===== config.mk =====
export PLATFORM = sky130hd
export DESIGN_NAME = fpu_issue_ctrl_flat
export DESIGN_NICKNAME = d
export VERILOG_FILES = /design/src/rtl/fpu_issue_ctrl_if.sv /design/src/rtl/fpu_issue_ctrl.sv /design/src/flat_wrapper.sv
export SDC_FILE = /design/constraint.sdc
export NUM_CORES = 1
export LEC_CHECK = 0
export CORE_MARGIN = 2
export CORE_UTILIZATION = 45
export CTS_BUF_LIST = sky130_fd_sc_hd__clkbuf_4 sky130_fd_sc_hd__clkbuf_8
export CTS_CLUSTER_SIZE = 30
export DETAILED_ROUTE_END_ITERATION = 8
export GPL_TIMING_DRIVEN = 0
export PLACE_DENSITY = 0.82
export SLEW_MARGIN = 40
export SYNTH_ARGS = -nofsm -noshare
export SYNTH_HDL_FRONTEND = slang
export SYNTH_SLANG_ARGS = --single-unit

===== constraint.sdc =====
create_clock -name CLK -period 3 [get_ports CLK]
set_input_delay 0.6 -clock CLK [delete_from_list [all_inputs] [get_ports CLK]]
set_output_delay 0.6 -clock CLK [all_outputs]
set_load 0.01 [all_outputs]

===== src/rtl/fpu_issue_ctrl_if.sv =====
// fpu_issue_ctrl_if: decode/FPU-side handshake and status bundle for the FP issue controller
interface fpu_issue_ctrl_if #(parameter int CNT_W = 16);
  logic id_valid, id_fp, id_regwrite;
  logic [4:0] id_rs, id_rt, id_rd;
  logic fpu_valid;
  logic fpu_start, stall, busy, wb_fp, timeout;
  logic [4:0] pend_rd;
  logic [CNT_W-1:0] fp_count;
  modport master(
    output id_valid, id_fp, id_regwrite, id_rs, id_rt, id_rd, fpu_valid,
    input fpu_start, stall, busy, wb_fp, timeout, pend_rd, fp_count
  );
  modport slave(
    input id_valid, id_fp, id_regwrite, id_rs, id_rt, id_rd, fpu_valid,
    output fpu_start, stall, busy, wb_fp, timeout, pend_rd, fp_count
  );
endinterface


===== src/rtl/fpu_issue_ctrl.sv =====
// fpu_issue_ctrl: multi-cycle FPU sequencer with stall, RAW scoreboard and watchdog
module fpu_issue_ctrl #(
  parameter int WD_W  = 6,
  parameter int CNT_W = 16
) (
  input logic CLK,
  input logic reset,
  fpu_issue_ctrl_if.slave bus
);
  typedef enum logic [1:0] {IDLE, RUN, POST} state_t;
  state_t state, state_nx;
  logic [4:0] pend_rd;
  logic pend_we, start_q, wb_q, to_q;
  logic [WD_W-1:0] wd, wd_inc;
  logic [CNT_W-1:0] cnt;
  logic hazard, accept, done, expire;
  assign hazard = state == POST && pend_we && pend_rd != 5'd0 &&
                  (bus.id_rs == pend_rd || bus.id_rt == pend_rd);
  assign accept = bus.id_valid && bus.id_fp && !hazard && state != RUN;
  // fpu_valid coincident with the start pulse belongs to nothing we launched
  assign done   = state == RUN && bus.fpu_valid && !start_q;
  assign wd_inc = wd + 1'b1;
  assign expire = state == RUN && !done && &wd_inc;
  always_comb begin
    state_nx = IDLE;
    if (accept) state_nx = RUN;
    else if (state == RUN) state_nx = done ? POST : expire ? IDLE : RUN;
  end
  always_ff @(posedge CLK) begin
    if (reset) begin
      state   <= IDLE;
      start_q <= 1'b0;
      wb_q    <= 1'b0;
      to_q    <= 1'b0;
      pend_rd <= 5'd0;
      pend_we <= 1'b0;
      wd      <= '0;
      cnt     <= '0;
    end else begin
      state   <= state_nx;
      start_q <= accept;
      wb_q    <= done;
      if (done) cnt <= cnt + 1'b1;
      if (expire) to_q <= 1'b1;
      if (accept) begin
        pend_rd <= bus.id_rd;
        pend_we <= bus.id_regwrite;
        wd      <= '0;
      end else if (state == POST || expire) begin
        pend_rd <= 5'd0;
        pend_we <= 1'b0;
      end else if (state == RUN && !done) begin
        wd <= wd_inc;
      end
    end
  end
  assign bus.fpu_start = start_q;
  assign bus.wb_fp     = wb_q;
  assign bus.timeout   = to_q;
  assign bus.pend_rd   = pend_rd;
  assign bus.fp_count  = cnt;
  assign bus.busy      = state != IDLE;
  assign bus.stall     = state == RUN || (bus.id_valid && hazard);
endmodule


===== src/flat_wrapper.sv =====
// flat-port wrapper written by rule: the top's interface ports become plain ports
module fpu_issue_ctrl_flat 
#(
  parameter int WD_W  = 6,
  parameter int CNT_W = 16
)
  (CLK, reset, bus_id_valid, bus_id_fp, bus_id_regwrite, bus_id_rs, bus_id_rt, bus_id_rd, bus_fpu_valid, bus_fpu_start, bus_stall, bus_busy, bus_wb_fp, bus_timeout, bus_pend_rd, bus_fp_count);
  fpu_issue_ctrl_if #(.CNT_W(CNT_W)) bus_i ();
  input logic CLK;
  input logic reset;
  input wire logic [$bits(bus_i.id_valid)-1:0] bus_id_valid;
  input wire logic [$bits(bus_i.id_fp)-1:0] bus_id_fp;
  input wire logic [$bits(bus_i.id_regwrite)-1:0] bus_id_regwrite;
  input wire logic [$bits(bus_i.id_rs)-1:0] bus_id_rs;
  input wire logic [$bits(bus_i.id_rt)-1:0] bus_id_rt;
  input wire logic [$bits(bus_i.id_rd)-1:0] bus_id_rd;
  input wire logic [$bits(bus_i.fpu_valid)-1:0] bus_fpu_valid;
  output wire logic [$bits(bus_i.fpu_start)-1:0] bus_fpu_start;
  output wire logic [$bits(bus_i.stall)-1:0] bus_stall;
  output wire logic [$bits(bus_i.busy)-1:0] bus_busy;
  output wire logic [$bits(bus_i.wb_fp)-1:0] bus_wb_fp;
  output wire logic [$bits(bus_i.timeout)-1:0] bus_timeout;
  output wire logic [$bits(bus_i.pend_rd)-1:0] bus_pend_rd;
  output wire logic [$bits(bus_i.fp_count)-1:0] bus_fp_count;
  assign bus_i.id_valid = bus_id_valid;
  assign bus_i.id_fp = bus_id_fp;
  assign bus_i.id_regwrite = bus_id_regwrite;
  assign bus_i.id_rs = bus_id_rs;
  assign bus_i.id_rt = bus_id_rt;
  assign bus_i.id_rd = bus_id_rd;
  assign bus_i.fpu_valid = bus_fpu_valid;
  assign bus_fpu_start = bus_i.fpu_start;
  assign bus_stall = bus_i.stall;
  assign bus_busy = bus_i.busy;
  assign bus_wb_fp = bus_i.wb_fp;
  assign bus_timeout = bus_i.timeout;
  assign bus_pend_rd = bus_i.pend_rd;
  assign bus_fp_count = bus_i.fp_count;
  fpu_issue_ctrl #(.WD_W(WD_W), .CNT_W(CNT_W)) u_core (.CLK(CLK), .reset(reset), .bus(bus_i));
endmodule

==> results of run 1 <==
-- logic make-up (layout without fill, tap and decap cells) --
kind of cell	after synthesis	count (layout)
xor gates and xnor gates	28	28
buffers and inverters	9	61
DFF	33	33
AOI/OAI and AO/OA	31	31
and+or+nand+nor	74	74
adders and majority gates	3	3
-- layer usage --
layer  wire (um)  up-vias  part of all wire (%)  GRT usage (%)
met5           0        -                     0              0
met4          38        0                   1.1           7.03
met3         109        5                   3.0           3.08
met2        1750       17                    48           29.1
met1        1720      706                    48           23.8
li1            -      731                     -              -
-- worst max-delay path, stage by stage --
cell	delay (ns)
clkdlybuf4s50_1	0.47
xnor2_1	0.13
nand3_2	0.12
o22ai_4	0.23
a31o_2	0.18
clkdlybuf4s50_1	0.54
-- Yosys cell counts, types with 2 or more instances --
library cell  instances  area share, %
and3_1                4            1.5
a22o_1                7            3.6
nand3_1              10            3.0
o21a_1                2           0.89
inv_1                 2           0.44
nor3_1                2           0.59
clkbuf_1              3           0.66
dfxtp_1              33             39
and3_4                2            1.3
nor2_1               25            5.5
nand3_2               2            1.2
a221oi_1              2            1.0
a211oi_1              4            1.8
xnor2_1              18            9.3
nand2_1              17            3.8
ha_1                  3            2.2
xor2_1               10            5.2
a21oi_1               4            1.2
nand4_1               3            1.1
buf_6                 2            1.3
-- power by group through the flow --
stage / sequential (uW) / combinational [uW] / clock, uW
2_1_floorplan: 468 / 57.1 / 0
3_3_place_gp: 468 / 107 / 0
3_5_place_dp: 468 / 108 / 0
4_1_cts: 458 / 109 / 400
5_1_grt: 460 / 116 / 418
6_report: 458 / 108 / 396
-- final timing paths --
check	cells past startpoint	start	endpoint	slack (ns)
worst max-delay path	6	bus_id_rs[0]	bus_stall	0.14
worst min-delay path	1	u_core.pend_we$_SDFFE_PP0P_	u_core.pend_we$_SDFFE_PP0P_	0.48
worst max register to register	6	u_core.wd[0]$_SDFFE_PP0P_	u_core.bus.pend_rd[3]$_SDFFE_PP0P_	1.05
worst min register to register	1	u_core.pend_we$_SDFFE_PP0P_	u_core.pend_we$_SDFFE_PP0P_	0.48
-- placed cells by master (no fill, tap or decap), types with 2 or more instances in the layout --
cell type / n
clkdlybuf4s50_1: 45
dfxtp_1: 33
nor2_1: 25
xnor2_1: 18
nand2_1: 17
nand3_1: 10
xor2_1: 10
a22o_1: 7
clkbuf_8: 5
a21oi_1: 4
a211oi_1: 4
and3_1: 4
clkbuf_1: 3
nand4_1: 3
ha_1: 3
inv_1: 2
nand3_2: 2
nor3_1: 2
buf_6: 2
and3_4: 2
o21a_1: 2
a221oi_1: 2
-- stage by stage --
| stage | setup WS [ns] | utilization, % | instance area [um^2] |
|---|---|---|---|
| 6_report | 0.136 | 63.5 | 2310 |
| 5_1_grt | 0.0588 | 63.5 | 2310 |
| 4_1_cts | 0.129 | 63.5 | 2310 |
| 2_1_floorplan | 1.12 | - | 1690 |
| 3_3_place_gp | 0.141 | 60.7 | 2200 |
| 3_5_place_dp | 0.129 | 60.7 | 2200 |
-- area by class of cell --
type / instances / area [um^2] / share of cell area, %
multi-input combinational: 136 / 980 / 42.4
inverter: 2 / 7.51 / 0.325
clock inverter: 2 / 35.0 / 1.52
sequential: 33 / 661 / 28.6
clock buffer: 5 / 68.8 / 2.98
tap: 48 / 60.1 / 2.60
timing repair buffer: 45 / 450 / 19.5
buffer: 7 / 46.3 / 2.01
-- registers in the layout, summed over array words and instances (netlist names) --
name / count
u_core.bus.fp_count: 16
u_core.bus.wb_fp: 1
u_core.bus.timeout: 1
u_core.state: 2
u_core.pend_we: 1
u_core.bus.fpu_start: 1
u_core.wd: 6
u_core.bus.pend_rd: 5
==> results_dict.tcl, run 1 <==
set metrics [dict create \
    outcome "finished clean" \
    ys_ff_latch 33 \
    fp-row-count 22 \
    wl_um 3620 \
    ys.flop_type "dfxtp_1" \
    final_antenna_net_count 0 \
    pin_count 47 \
    first_pass_iters 4 \
    cts_root_buf "clkbuf_8" \
    rsz0062_at_grt "false" \
    cts.sinks 33 \
    fin_nets 254 \
    synthAdderAreaFrac_pct 2.22 \
    start_util_pct 46.6 \
    drive_above_1_share_pct 12.2 \
    synth-xor-area-share_pct 14.5 \
    p_leak_uw 0.000788 \
    synth-edff-count 0 \
    clk_path_buf_depth 2 \
    p_per_area_mw_per_mm2 417 \
    slew_viol_final 0 \
    die_w_um 65.4 \
    avgRoutedWirePerCell_um 13.0 \
    required_ns 2.40 \
    avgSynthCellArea_um2 9.52 \
    drc 0 \
    numCtsBuffers 5 \
    cts_hold_buf 0 \
    p_clk_share_pct 41.1 \
    fp.dieH_um 65.4 \
    synthCells 178 \
    worstMarginPinSlew_ns 0.568 \
    switching_share_pct 22.1 \
    path_clk_slew_ns 0.07 \
    hp-class "reg2reg" \
    cts_tree "yes" \
    yosysWarningCount 0 \
    power_uw 962 \
    cap_violations 0 \
    fin_crit_sh_pct 95.5 \
    p_sw_uw 212 \
    seqPwrFrac_pct 47.6 \
    arrival_ns 2.26 \
    insertedDiodeCount 0 \
    grt_max_degree 11 \
    setup_viol 0 \
    relSlewSlack_pct 62.2 \
    synth_cell_types 43 \
    track_usage_pct 17.9 \
    core_mm2 0.00363 \
    avgViaCountPerCell 5.25 \
    comb_power_share_pct 11.2 \
    synth_top_family_by_area "simple AND/OR/NAND/NOR gates" \
    drt_first_iter_violations 80 \
    h-tree-depth 2 \
    start_kind "input port" \
    skew_ns 0.00595 \
    vias 1459 \
    period_minus_slack_ns 2.86 \
    worst_skew_pair.late_latency_ns 0.28 \
    ir_drop_mv 0.295 \
    synth_fp_nets 202 \
    hold_viol 0 \
    hold_ws_ns 0.484 \
    grt_pass1_vias 1309 \
    fmax_ghz 0.349 \
    area_growth_pct 36.3 \
    tns_ns 0 \
    globalRouteOverflowTotal 0 \
    antenna_found_initial 0 \
    synth_compound_area_share_pct 18.2 \
    endpoint_kind "output pin" \
    die-area_mm2 0.00427 \
    p_int_uw 750 \
    muxShareOfSynthArea_pct 0 \
    synth-seq-area-share_pct 39.0 \
    port_buffers 45 \
    synth-async-reset-ratio_pct 0 \
    dp_hpwl_um 2650 \
    finalNonFillerCells 278 \
    post_cts_resize_count 0 \
    postCtsSetupRepairBufs 0 \
    synth_area_mm2 0.00169 \
    placedCellCount 271 \
    place_congestion 0.860 \
    nFillCells 319 \
    grt_pass1_wl_um 5980 \
    worstPathMaxFanout 3 \
    yosys.area_share.simple_pct 22.9 \
    crit_type "in2out" \
]
Note: power is estimated with default switching activity, not from simulation.
==> run 2: changes to the inputs <==
--- a/config.mk
+++ b/config.mk
@@ -5,12 +5,13 @@
 export SDC_FILE = /design/constraint.sdc
 export NUM_CORES = 1
 export LEC_CHECK = 0
-export CORE_MARGIN = 2
+export CORE_MARGIN = 10
 export CORE_UTILIZATION = 45
 export CTS_BUF_LIST = sky130_fd_sc_hd__clkbuf_4 sky130_fd_sc_hd__clkbuf_8
 export CTS_CLUSTER_SIZE = 30
 export DETAILED_ROUTE_END_ITERATION = 8
 export GPL_TIMING_DRIVEN = 0
+export HOLD_SLACK_MARGIN = 0.05
 export PLACE_DENSITY = 0.82
 export SLEW_MARGIN = 40
 export SYNTH_ARGS = -nofsm -noshare
==> results_dict.tcl, run 2 (same netlist as run 1, synthesis figures left out) <==
set metrics [dict create \
    antenna_found_initial 0 \
    endpoint "bus_stall" \
    cts_tree "yes" \
    place_congestion 0.854 \
    setup_viol 0 \
    endpoint_kind "output pin" \
    reg2reg_to "u_core.bus.pend_rd[3]$_SDFFE_PP0P_" \
    dr_wl_met3_um 214 \
    start_kind "input port" \
    cts_root_buf "clkbuf_8" \
    postCtsSetupRepairBufs 0 \
    setup_ws_ns 0.110 \
    start_util_pct 46.3 \
    wl_um 4100 \
    hold_ws_ns 0.477 \
    cts.sinks 33 \
    nFillCells 297 \
    port_buffers 45 \
    drt-met1-wl_um 1790 \
    layout_common_cells "clkdlybuf4s50_1 (45), dfxtp_1 (33), nor2_1 (25), xnor2_1 (18), nand2_1 (17)" \
    met2RoutedLength_um 2050 \
    avgViaCountPerCell 5.20 \
    fmax_ghz 0.346 \
    post-place-ws_ns 0.102 \
    relSlewSlack_pct 65.0 \
    globalRouteOverflowTotal 0 \
    die-area_mm2 0.00662 \
    grt_pass1_wl_um 6810 \
    hp-start "u_core.pend_we$_SDFFE_PP0P_" \
    numCtsBuffers 5 \
    hold_viol 0 \
    drive_above_1_share_pct 12.2 \
    fin_crit_sh_pct 96.3 \
    core_mm2 0.00366 \
    multi_input_area_um2 980 \
    die_w_um 81.4 \
    cp-startpoint "bus_id_rs[0]" \
    clk_path_buf_depth 2 \
    first_pass_iters 4 \
    insertedDiodeCount 0 \
    arrival_ns 2.29 \
    path_clk_slew_ns 0.07 \
    dp_hpwl_um 3110 \
    area_growth_pct 36.3 \
    cpPeakStageDelay_ns 0.55 \
    h-tree-depth 2 \
    rr_worst_depth 6 \
    final_antenna_net_count 0 \
    pin_count 47 \
    layout_commonest_cell "clkdlybuf4s50_1" \
    cpMostUsedCell "clkdlybuf4s50_1" \
    grt_pass1_vias 1372 \
    p_per_area_mw_per_mm2 420 \
    skew_ns 0.00798 \
    period_minus_slack_ns 2.89 \
    largest_reg_flops 16 \
    p_leak_uw 0.000788 \
    cap_violations 0 \
    fin_nets 254 \
    drc 0 \
    cts_hold_buf 0 \
    worstPathMaxFanout 3 \
    rsz0062_at_grt "false" \
    track_usage_pct 12.8 \
    outcome "finished clean" \
    ir_drop_mv 0.294 \
    path_cells "clkdlybuf4s50_1, xnor2_1, nand3_2, o22ai_4, a31o_2, clkdlybuf4s50_1" \
    fp.dieH_um 81.4 \
    slew_viol_final 0 \
    hp-class "reg2reg" \
    avgRoutedWirePerCell_um 14.7 \
    required_ns 2.40 \
    crit_type "in2out" \
    worstMarginPinSlew_ns 0.526 \
    drt_first_iter_violations 76 \
    post_cts_resize_count 0 \
    worst_skew_pair.late_latency_ns 0.28 \
    seq_area_um2 661 \
    grt_max_degree 11 \
    tns_ns 0 \
    vias 1445 \
    fp-row-count 22 \
    slowest_stage "clkdlybuf4s50_1" \
    r2r-start "u_core.wd[0]$_SDFFE_PP0P_" \
    rrSetupSlack_ns 1.05 \
    top_layer "met4" \
]
==> run 2: cell counts in the layout (fill, tap and decap cells not counted) <==
No cell type changed its count.
==> run 2: power by group <==
group,internal (uW),leakage [uW],total [uW],switching (uW)
clock,241,0.0000540,402,161
combinational,62.6,0.000467,109,46.6
sequential,446,0.000267,458,12.3
total,750,0.000788,970,220
==> run 2: worst min path at each step <==
stage	to	slack, ns	cells past startpoint
finish	u_core.pend_we$_SDFFE_PP0P_	0.48	1
global route	u_core.bus.timeout$_SDFFE_PP0P_	0.50	1
CTS	u_core.pend_we$_SDFFE_PP0P_	0.48	1
detailed placement	u_core.pend_we$_SDFFE_PP0P_	0.46	1
global placement	u_core.bus.timeout$_SDFFE_PP0P_	0.45	1
floorplan	u_core.pend_we$_SDFFE_PP0P_	0.44	1
==> run 2: worst max-delay path: cells and delay by family <==
| kind | cells | cell delay, ns |
|---|---|---|
| xor gates and xnor gates | 1 | 0.13 |
| AOI/OAI and AO/OA | 2 | 0.41 |
| buffers and inverters | 2 | 1.02 |
| and+or+nand+nor | 1 | 0.12 |
==> run 2: layout make-up <==
class	count	share of cell area, %
timing repair buffer	45	19.5
clock buffer	5	2.98
buffer	7	2.01
inverter	2	0.325
sequential	33	28.6
clock inverter	2	1.52
multi-input combinational	136	42.4
tap	48	2.60
==> run 2: routing by layer <==
layer | GRT usage (%) | vias up
li1 | - | 730
met1 | 15.6 | 679
met2 | 21.1 | 29
met3 | 4.42 | 7
met4 | 3.11 | 0
met5 | 0 | -
==> run 2: metrics by stage <==
| step | utilization, % | instance area [um^2] | instances | power (uW) |
|---|---|---|---|---|
| 2_1_floorplan | - | 1690 | 178 | 525 |
| 3_3_place_gp | 60.2 | 2200 | 271 | 576 |
| 3_5_place_dp | 60.2 | 2200 | 271 | 578 |
| 4_1_cts | 63.1 | 2310 | 278 | 972 |
| 5_1_grt | 63.1 | 2310 | 278 | 1000 |
| 6_report | 63.1 | 2310 | 278 | 970 |
==> run 3: changes to the inputs <==
--- a/config.mk
+++ b/config.mk
@@ -8,12 +8,12 @@
 export CORE_MARGIN = 10
 export CORE_UTILIZATION = 45
 export CTS_BUF_LIST = sky130_fd_sc_hd__clkbuf_4 sky130_fd_sc_hd__clkbuf_8
-export CTS_CLUSTER_SIZE = 30
+export CTS_CLUSTER_SIZE = 25
 export DETAILED_ROUTE_END_ITERATION = 8
 export GPL_TIMING_DRIVEN = 0
 export HOLD_SLACK_MARGIN = 0.05
 export PLACE_DENSITY = 0.82
-export SLEW_MARGIN = 40
+export SLEW_MARGIN = 5
 export SYNTH_ARGS = -nofsm -noshare
 export SYNTH_HDL_FRONTEND = slang
 export SYNTH_SLANG_ARGS = --single-unit
==> results of run 3 <==
No change in the layout: final DEF, timing and power equal those of run 2.
